`src/rtl/alu_pkg.sv`:
```
// alu_pkg: shared definitions for the sequential ALU.
//   - 6-bit opcode encodings of the supported operations
//   - FSM state encoding used by alu_seq
//   - bit positions of the {N,Z,C,V} flags in o_flags
//   - index of each button in i_enable
package alu_pkg;

   localparam int OPC_W = 6;

   localparam logic [OPC_W-1:0] OPC_ADD = 6'b100000;
   localparam logic [OPC_W-1:0] OPC_SUB = 6'b100010;
   localparam logic [OPC_W-1:0] OPC_AND = 6'b100100;
   localparam logic [OPC_W-1:0] OPC_OR  = 6'b100101;
   localparam logic [OPC_W-1:0] OPC_XOR = 6'b100110;
   localparam logic [OPC_W-1:0] OPC_NOR = 6'b100111;
   localparam logic [OPC_W-1:0] OPC_SRL = 6'b000010;
   localparam logic [OPC_W-1:0] OPC_SRA = 6'b000011;
   localparam logic [OPC_W-1:0] OPC_SLL = 6'b000000;
   localparam logic [OPC_W-1:0] OPC_SLT = 6'b101010;

   typedef enum logic [2:0] {
      S_OP1   = 3'd0,
      S_OPC   = 3'd1,
      S_OP2   = 3'd2,
      S_READY = 3'd3,
      S_EXEC  = 3'd4
   } state_t;

   localparam int FLAG_N = 3;
   localparam int FLAG_Z = 2;
   localparam int FLAG_C = 1;
   localparam int FLAG_V = 0;

   localparam int BTN_OP1 = 0;
   localparam int BTN_OPC = 1;
   localparam int BTN_OP2 = 2;
   localparam int BTN_EXE = 3;

endpackage

```
`src/rtl/alu_seq_if.sv`:
```
// alu_seq_if: switch/button inputs and result outputs of the sequential ALU.
//   i_switch  : operand / opcode data
//   i_enable  : button levels ([0] op1, [1] opcode, [2] op2, [3] execute)
//   o_leds    : registered result
//   o_flags   : registered {N,Z,C,V}
//   o_valid   : one-cycle pulse when o_leds/o_flags update
//   o_error   : last loaded opcode was unsupported
//   o_busy    : execute cycle in progress
// master = stimulus side, slave = the ALU.
interface alu_seq_if #(
   parameter int N_BITS = 8,
   parameter int N_BTN  = 4
);
   logic [N_BITS-1:0] i_switch;
   logic [N_BTN-1:0]  i_enable;
   logic [N_BITS-1:0] o_leds;
   logic [3:0]        o_flags;
   logic              o_valid;
   logic              o_error;
   logic              o_busy;

   modport master (
      output i_switch, i_enable,
      input  o_leds, o_flags, o_valid, o_error, o_busy
   );

   modport slave (
      input  i_switch, i_enable,
      output o_leds, o_flags, o_valid, o_error, o_busy
   );
endinterface

```
`src/rtl/alu_core.sv`:
```
// alu_core: purely combinational arithmetic/logic unit.
//   op1, op2  : two's complement operands (N_BITS)
//   opcode    : 6-bit operation code
//   result    : N_BITS result, truncated
//   flags     : {N,Z,C,V}
//   supported : opcode is one of the implemented operations
module alu_core
   import alu_pkg::*;
#(
   parameter int N_BITS = 8
) (
   input  logic signed [N_BITS-1:0] op1,
   input  logic signed [N_BITS-1:0] op2,
   input  logic [OPC_W-1:0]         opcode,
   output logic signed [N_BITS-1:0] result,
   output logic [3:0]               flags,
   output logic                     supported
);

   localparam int MSB = N_BITS - 1;
   localparam logic [N_BITS-1:0] SHIFT_LIMIT = N_BITS'(N_BITS);

   logic [N_BITS:0]   sum;
   logic [N_BITS-1:0] amt;
   logic              big_shift;
   logic              carry;
   logic              ovf;

   // Shift amount is op2 read as unsigned; anything >= width saturates.
   assign amt       = $unsigned(op2);
   assign big_shift = (amt >= SHIFT_LIMIT);

   // Shifts use if/else rather than ?: so an unsigned '0 arm cannot turn
   // the arithmetic shift into a logical one.
   always_comb begin
      sum       = '0;
      result    = '0;
      carry     = 1'b0;
      ovf       = 1'b0;
      supported = 1'b1;
      case (opcode)
         OPC_ADD: begin
            sum    = {1'b0, op1} + {1'b0, op2};
            result = sum[N_BITS-1:0];
            carry  = sum[N_BITS];
            ovf    = (op1[MSB] == op2[MSB]) && (sum[MSB] != op1[MSB]);
         end
         OPC_SUB: begin
            result = op1 - op2;
            carry  = ($unsigned(op1) < $unsigned(op2));
            ovf    = (op1[MSB] != op2[MSB]) && (result[MSB] != op1[MSB]);
         end
         OPC_AND: result = op1 & op2;
         OPC_OR:  result = op1 | op2;
         OPC_XOR: result = op1 ^ op2;
         OPC_NOR: result = ~(op1 | op2);
         OPC_SRL: begin
            if (big_shift) result = '0;
            else           result = $signed($unsigned(op1) >> amt);
         end
         OPC_SRA: begin
            if (big_shift) result = {N_BITS{op1[MSB]}};
            else           result = op1 >>> amt;
         end
         OPC_SLL: begin
            if (big_shift) result = '0;
            else           result = op1 << amt;
         end
         OPC_SLT: result = {{(N_BITS-1){1'b0}}, (op1 < op2)};
         default: supported = 1'b0;
      endcase
   end

   always_comb begin
      flags         = 4'b0000;
      flags[FLAG_N] = result[MSB];
      flags[FLAG_Z] = (result == '0);
      flags[FLAG_C] = carry;
      flags[FLAG_V] = ovf;
   end

endmodule

```
`src/rtl/alu_seq.sv`:
```
// alu_seq: button-driven sequential ALU.
//   i_clock : clock, rising edge
//   i_reset : asynchronous active-low reset
//   bus     : alu_seq_if slave (switches, buttons, result/flag/status outputs)
// Buttons are edge-detected; an FSM walks op1 -> opcode -> op2 -> ready,
// and each execute press runs one S_EXEC cycle that registers the result.
module alu_seq
   import alu_pkg::*;
#(
   parameter int N_BITS = 8,
   parameter int N_BTN  = 4
) (
   input  logic     i_clock,
   input  logic     i_reset,
   alu_seq_if.slave bus
);

   state_t                   state_q, state_d;
   logic [N_BTN-1:0]         en_d1, en_d2, rise, ev;
   logic signed [N_BITS-1:0] op1_q, op2_q, core_result;
   logic [OPC_W-1:0]         opcode_q, core_opcode;
   logic [3:0]               core_flags;
   logic                     core_supported;
   logic [N_BITS-1:0]        leds_q;
   logic [3:0]               flags_q;
   logic                     valid_q, error_q;
   logic                     ld_op1, ld_opc, ld_op2, set_err, do_exec;

   // Rising edges; more than one in the same cycle cancels them all.
   assign rise = en_d1 & ~en_d2;
   assign ev   = ((rise & (rise - 1'b1)) == '0) ? rise : '0;

   // While waiting for an opcode the core checks the switches directly, so
   // an unsupported code is caught before it overwrites opcode_q.
   assign core_opcode = (state_q == S_OPC) ? bus.i_switch[OPC_W-1:0] : opcode_q;

   alu_core #(.N_BITS(N_BITS)) u_core (
      .op1       (op1_q),
      .op2       (op2_q),
      .opcode    (core_opcode),
      .result    (core_result),
      .flags     (core_flags),
      .supported (core_supported)
   );

   always_ff @(posedge i_clock or negedge i_reset) begin
      if (!i_reset) begin
         en_d1 <= '0;
         en_d2 <= '0;
      end else begin
         en_d1 <= bus.i_enable;
         en_d2 <= en_d1;
      end
   end

   always_ff @(posedge i_clock or negedge i_reset) begin
      if (!i_reset) state_q <= S_OP1;
      else          state_q <= state_d;
   end

   always_comb begin
      state_d = state_q;
      ld_op1  = 1'b0;
      ld_opc  = 1'b0;
      ld_op2  = 1'b0;
      set_err = 1'b0;
      do_exec = 1'b0;
      case (state_q)
         S_OP1: begin
            if (ev[BTN_OP1]) begin
               ld_op1  = 1'b1;
               state_d = S_OPC;
            end
         end
         S_OPC: begin
            if (ev[BTN_OPC]) begin
               if (core_supported) begin
                  ld_opc  = 1'b1;
                  state_d = S_OP2;
               end else begin
                  set_err = 1'b1;
               end
            end
         end
         S_OP2: begin
            if (ev[BTN_OP2]) begin
               ld_op2  = 1'b1;
               state_d = S_READY;
            end
         end
         S_READY: begin
            if (ev[BTN_EXE])      state_d = S_EXEC;
            else if (ev[BTN_OP1]) ld_op1  = 1'b1;
         end
         S_EXEC: begin
            do_exec = 1'b1;
            state_d = S_READY;
         end
         default: state_d = S_OP1;
      endcase
   end

   always_ff @(posedge i_clock or negedge i_reset) begin
      if (!i_reset) begin
         op1_q    <= '0;
         op2_q    <= '0;
         opcode_q <= '0;
         leds_q   <= '0;
         flags_q  <= '0;
         valid_q  <= 1'b0;
         error_q  <= 1'b0;
      end else begin
         valid_q <= do_exec;
         if (ld_op1) op1_q <= bus.i_switch;
         if (ld_op2) op2_q <= bus.i_switch;
         if (ld_opc) begin
            opcode_q <= bus.i_switch[OPC_W-1:0];
            error_q  <= 1'b0;
         end
         if (set_err) error_q <= 1'b1;
         if (do_exec) begin
            leds_q  <= core_result;
            flags_q <= core_flags;
         end
      end
   end

   assign bus.o_leds  = leds_q;
   assign bus.o_flags = flags_q;
   assign bus.o_valid = valid_q;
   assign bus.o_error = error_q;
   assign bus.o_busy  = (state_q == S_EXEC);

endmodule

```
`src/flat_wrapper.sv`:
```
// flat-port wrapper written by rule: the top's interface ports become plain ports
module alu_seq_flat import alu_pkg::*;
#(
   parameter int N_BITS = 8,
   parameter int N_BTN  = 4
)
  (i_clock, i_reset, bus_i_switch, bus_i_enable, bus_o_leds, bus_o_flags, bus_o_valid, bus_o_error, bus_o_busy);
  alu_seq_if #(.N_BITS(N_BITS), .N_BTN(N_BTN)) bus_i ();
  input  logic i_clock;
  input  logic i_reset;
  input wire logic [$bits(bus_i.i_switch)-1:0] bus_i_switch;
  input wire logic [$bits(bus_i.i_enable)-1:0] bus_i_enable;
  output wire logic [$bits(bus_i.o_leds)-1:0] bus_o_leds;
  output wire logic [$bits(bus_i.o_flags)-1:0] bus_o_flags;
  output wire logic [$bits(bus_i.o_valid)-1:0] bus_o_valid;
  output wire logic [$bits(bus_i.o_error)-1:0] bus_o_error;
  output wire logic [$bits(bus_i.o_busy)-1:0] bus_o_busy;
  assign bus_i.i_switch = bus_i_switch;
  assign bus_i.i_enable = bus_i_enable;
  assign bus_o_leds = bus_i.o_leds;
  assign bus_o_flags = bus_i.o_flags;
  assign bus_o_valid = bus_i.o_valid;
  assign bus_o_error = bus_i.o_error;
  assign bus_o_busy = bus_i.o_busy;
  alu_seq #(.N_BITS(N_BITS), .N_BTN(N_BTN)) u_core (.i_clock(i_clock), .i_reset(i_reset), .bus(bus_i));
endmodule
```
`config.mk`:
```
export PLATFORM = sky130hd
export DESIGN_NAME = alu_seq_flat
export DESIGN_NICKNAME = d
export VERILOG_FILES = /design/src/rtl/alu_pkg.sv /design/src/rtl/alu_seq_if.sv /design/src/rtl/alu_core.sv /design/src/rtl/alu_seq.sv /design/src/flat_wrapper.sv
export SDC_FILE = /design/constraint.sdc
export NUM_CORES = 1
export LEC_CHECK = 0
export BUFFER_PORTS_ARGS = -buffer_cell sky130_fd_sc_hd__buf_2
export CELL_PAD_IN_SITES_DETAIL_PLACEMENT = 0
export CELL_PAD_IN_SITES_GLOBAL_PLACEMENT = 1
export CORE_MARGIN = 1
export CORE_UTILIZATION = 40
export CTS_BUF_LIST = sky130_fd_sc_hd__clkbuf_4 sky130_fd_sc_hd__clkbuf_8
export CTS_CLUSTER_DIAMETER = 120
export CTS_CLUSTER_SIZE = 8
export DETAILED_ROUTE_END_ITERATION = 8
export PLACE_DENSITY = 0.72
export SLEW_MARGIN = 25
export SYNTH_ARGS = -nofsm -noshare
export SYNTH_HDL_FRONTEND = slang
export SYNTH_SLANG_ARGS = --single-unit
```
`constraint.sdc`:
```
create_clock -name i_clock -period 3 [get_ports i_clock]
set_clock_uncertainty 0.2 [all_clocks]
set_input_delay 0.6 -clock i_clock [delete_from_list [all_inputs] [get_ports i_clock]]
set_output_delay 0.6 -clock i_clock [all_outputs]
set_load 0.01 [all_outputs]
```
* Word-level counts from Yosys, hierarchy flattened *
Index checks and enable logic that the tools add are counted.

storage, ports and cells
  bits in registers = 47
  input bits = 14
  logic and storage cells = 86
  output and inout bits = 15

cells by class
  bitwise gates (word level) = 7
  reductions and logical operators = 9
  shifts and indexed selects = 3
  multiplexer cells = 29
  equal/unequal tests = 22
  $add $sub $neg = 3
  $lt $le $gt $ge = 3

operator list
  cell                  count
  $pmux W8 S10          1
  $eq A6 B6 Y1 const B  7
  $mux W8               3
  $lt A8 B8 Y1          2
  $mux W3               5
  $pmux W3 S5           1
  $mux W1               14
  $eq A6 B2 Y1 const B  2
  $ne A2 B1 Y1 const B  5
  $reduce_or A10 Y1     1
  $add A8 B8 Y9         1
  $and A4 B4 Y4         2
  $and A8 B8 Y8         1
  $ge A8 B4 Y1 const B  1
  $logic_not A8 Y1      1
  $not A8 Y8            1
  $or A8 B8 Y8          1
  $shl A8 B8 Y8         1
  $shr A8 B8 Y8         1
  $sshr A8 B8 Y8        1
  $sub A8 B8 Y8         1
  $xor A8 B8 Y8         1
  $eq A3 B2 Y1 const B  2
  $logic_not A6 Y1      1
  other kinds (14)      19

* Longest topological paths before layout *
  depth after elaboration = 10
  depth in mapped cells = 11

* Modules after synthesis *
A second synthesis with hierarchy kept.

unflattened totals
  cells, all modules = 428
  area total of the unflattened synthesis = 4050.1 µm²

by module, submodules not included
  module    area each (µm²)  cells an instance  instances
  alu_core  2149.6           306                1
  alu_seq   1900.6           122                1

* Worst setup path before layout *
Ideal clock, no wire load.

  path kind = register to register
  start point = reg u_core.op2_q[1]
  end point = reg u_core.flags_q[3], in the netlist u_core.bus.o_flags[3]
  path buffers = 2
  path slack = -0.194 ns
  cell stages (with the launch flop) = 12
  setup time = 0.064 ns
  period minus slack after synthesis = 3.194 ns
  arrival time = 2.930 ns
  path through = dfrtp_1 > buf_2 > buf_2 > inv_1 > ha_1 > o21bai_1 > a2111oi_1 > o21ai_0 > and2_1 > or4_1 > nand4_1 > mux2_2

between the ends
  cells in the longest elaborated chain, start to end = 3
  elaborated cells on any way between the ends = 10

ends and longest elaborated chain
  element                                     RTL line                                        text
  start, declared                             alu_seq.sv:20                                   logic signed [N_BITS-1:0] op1_q, op2_q, core_result;
  start signal, assigned                      alu_seq.sv:115                                  if (ld_op2) op2_q <= bus.i_switch;
  $ge A8 B4 Y1, or another cell as far along  alu_core.sv:31                                  assign big_shift = (amt >= SHIFT_LIMIT);
  $mux W8, on equally long branches           alu_core.sv:66, alu_core.sv:58, alu_core.sv:62
  $pmux W8 S10 *                              alu_core.sv:41                                  case (opcode)
  end signal, assigned                        alu_seq.sv:123                                  flags_q <= core_flags;
  end, declared                               alu_seq.sv:25                                   logic [3:0] flags_q;

Mark *: on every way between the ends. The rest lies on a longest branch, timed or not.
A chain may end at the register's enable or synchronous reset.

* Final worst setup path *
  start point = reg u_core.op1_q[0]
  end point = reg u_core.flags_q[2], in the netlist u_core.bus.o_flags[2]

between the ends
  cells in the longest elaborated chain, start to end = 4
  elaborated cells on any way between the ends = 15

ends and longest elaborated chain
  element                                                RTL line        text
  start, declared                                        alu_seq.sv:20
  start signal, assigned                                 alu_seq.sv:114  if (ld_op1) op1_q <= bus.i_switch;
  branches (longest 2 deep; another with $sub A8 B8 Y8)  --
  $pmux W8 S10 *                                         alu_core.sv:41
  $logic_not A8 Y1 *                                     alu_core.sv:77  flags[FLAG_Z] = (result == '0);

Every way passes the cells marked *.

==> metrics <==
status finished, final reports clean; fin crit share between 90% and 100%; worst relative slew slack between 40% and 50%; I/O pin count 29; post-synthesis mux area share 13.60%; total wire length 14900 um; max cap viols 0; # DRC 0; Critical path buffers and inverters 2; Critical Path AT slightly below 3 ns; highest routed layer met4; slowest stage delay, CP between 0.4 and 0.5 ns; worst-path fanout max 4; overall routing resource usage approximately 28%; n_diodes 0; first-pass GRT wire length approximately 24000 um; Area after DPL about 0.0052 mm2; Avg Cell Area, Syn between 9 and 10 um2; sequential-to-total area share from yosys stat 26.61%; Post-Synth XOR/XNOR Area under 10%; largest net degree at the start of global routing 34; Yosys reg bits 46; clk sinks 46; post-synthesis compound-gate area fraction around 22%; Worst setup SP type flop; Tightest Pin Transition ~0.77 ns; synthesized net count just over 500; global placer's final weighted congestion roughly 0.93; DR vias 4296; Final Max Tran Viols 0; Slowest-stage cell, CP dfrtp_1; asr flop ratio synth 100.0%; Initial DRC Count about 320; post-synthesis simple-gate area fraction a little over a fifth; flop-to-flop setup slack 0.08 ns; post-layout min period 2.917 ns; crit path cell chain inv_2 -> ha_4 -> inv_2 -> fa_2 -> nor2b_4 -> o311ai_2 -> a22o_1 -> o221ai_2 -> a211oi_2 -> nand3_1 -> o41ai_2; Initial Utilization 41.53%; Crit Path Class reg -> reg; hold_buf cts 0; width of the die between 100 and 150 um; TritonCTS clock tree yes; Post-synth EDFFs 0; met2 WL approximately 6800 um; critical path's most frequent cell inv_2; f_max 342.8 MHz; htree depth 2; Longest Clk Path Bufs 2; drt pass-1 iters 5; Fin. Hold Viols 0; finished layout cell area approximately 0.0055 mm2; WL met1 between 6000 and 7000 um; Final ANT Viol Nets 0; core footprint approximately 0.010 mm2; Setup TNS 0 ns; Critical Path End Type flop; average routed wire per standard cell slightly above 20 um; total grt overflow 0; met3 wire length between 800 and 900 um; Post-Synthesis Cell Area 0.004325 mm2; P per Cell Area roughly 1200 mW/mm2; Synth Warn # 0; vias in the first global route ~4.4k; VDD IR max ~0.48 mV; Post-Syn Instances approximately 480; Post-Synth Adder-Cell Area 7.868%; detailed placement HPWL approximately 12000 um; final setup vio count 0; die height approximately 110 um; crit-path leading delay family compound AO/OA/AOI/OAI gates; Die ar. between 0.01 and 0.015 mm2; Num CTS Buffers 5; Skew-Pair Late Insertion Delay 0.31 ns; Distinct cells, synth slightly above 80; Port-buffer cells 28; initial antenna violation count 0; Layout area overhead 26.18%; Tightest Hold Check Type in -> async; WP data required 3.02 ns; drt via density ~5.9; worst hold slack approximately 0.14 ns; Primary FF master, synth dfrtp_1; row cnt 37; Clk pin slew, worst setup/hold paths 0.09 ns; dpl cells between 700 and 800; CTS Root Cell clkbuf_8; layout cells sized above 1 34.41%; non-filler cells, final slightly above 700; Leak between 2 and 2.5 nW; Final nets ~630; main combinational cell family by area after synthesis compound AO/OA/AOI/OAI gates
[kinds of logic after synthesis]
| kind of cell | after synthesis |
|---|---|
| fa+ha+maj | 26 |
| xor+xnor | 13 |
| mux | 47 |
| compound gates | 127 |
| buf+inv | 58 |
| simple gates | 162 |
| flops | 46 |
[worst register-to-register path, delay by kind of cell, from the launching register on]
kind	cells	cell delay [ns]
AND/OR/NAND/NOR	2	0.28
flip-flops	1	0.43
adder cells (fa/ha/maj)	2	0.56
AO/OA/AOI/OAI	5	1.21
buffers and inverters	2	0.14
[layout by cell type, fill, tap and decap left out, types with 4 or more instances in the layout]
cell	count
nor4_2	5
a21oi_1	15
nand2b_1	11
buf_2	28
ha_1	22
nand4_1	6
nand3_1	13
o22ai_1	5
o21ai_0	22
buf_4	99
o211ai_1	7
xor2_1	4
nor2_1	28
mux2i_1	14
inv_1	26
clkbuf_8	5
nor4_1	6
nor3_1	8
a211oi_1	6
o21bai_1	5
nand2_1	38
dfrtp_1	44
o211a_1	4
nor2b_1	7
mux4_2	7
a22oi_1	4
mux2_2	24
o2111ai_1	4
nor3b_1	5
xnor2_1	9
[flip-flops by register name (all words and copies together) (netlist names)]
signal	count
u_core.bus.o_valid	1
u_core.en_d2	4
u_core.en_d1	4
u_core.bus.o_flags	4
u_core.bus.o_leds	7
u_core.bus.o_error	1
u_core.opcode_q	6
u_core.state_q	3
u_core.op1_q	8
u_core.op2_q	8
[timing repair]
action	4_1_cts	5_1_grt
endpoints found under the hold margin	0	0
gates cloned	0	0
gates resized for setup	2	23
setup endpoints to repair	1	9
pin swaps	1	13
buffers inserted	1	5
[report_power, final]
part	total [mW]	leakage (nW)	switching [mW]	internal [mW]
Clock	0.483	0.0593	0.215	0.268
Sequential	1.11	0.556	0.249	0.857
Combinational	4.86	1.82	2.65	2.21
[final timing paths]
path / start / to / cells after the start
max: u_core.op1_q[0] / u_core.bus.o_flags[2] / 11
min: i_reset / u_core.bus.o_flags[1] / 1
max reg2reg: u_core.op1_q[0] / u_core.bus.o_flags[2] / 11
min reg2reg: u_core.en_d1[1] / u_core.en_d2[1] / 0
max in group asynchronous: i_reset / u_core.op2_q[1] / 2
min in group i_clock: u_core.en_d1[1] / u_core.en_d2[1] / 0
[layer usage]
metal | vias up | GRT usage [%]
met5 | - | 0
met3 | 28 | 5.334
met4 | 0 | 9.921
met1 | 2091 | 37.94
li1 | 2028 | -
met2 | 149 | 43.93
[synthesized netlist by cell type (9+ instances only)]
library cell  number  share of area (%)
nand2b_1          11                1.6
o21ai_0           23                2.7
dfrtp_1           46                 27
nor2_1            28                2.4
nand2_1           38                3.3
mux2_2            24                6.2
inv_1             29                2.5
ha_1              24                6.9
clkbuf_1          14                1.2
a21oi_1           16                1.9
xnor2_1            9                1.8
mux2i_1           16                3.7
nand3_1           13                1.5
[area by class of cell]
cell class | instances | area, um2
Sequential cell | 46 | 1154
Timing Repair Buffer | 127 | 883.3
Fill cell | 1001 | 4959
Tap cell | 136 | 170.2
Clock buffer | 7 | 83.83
Clock inverter | 1 | 30.03
Inverter | 31 | 116.4
Multi-Input combinational cell | 375 | 3020
[per-stage QoR]
step	util, %	worst slack, ns	power, mW
after floorplan	-	-0.003785	3.941
after global placement	49.85	-0.07795	5.586
after detailed placement	49.85	-0.1270	5.589
after CTS	51.10	0.02004	6.142
after global routing	52.40	-0.03933	6.898
final	52.40	0.08253	6.451
Power figures use the tool's default switching activity.
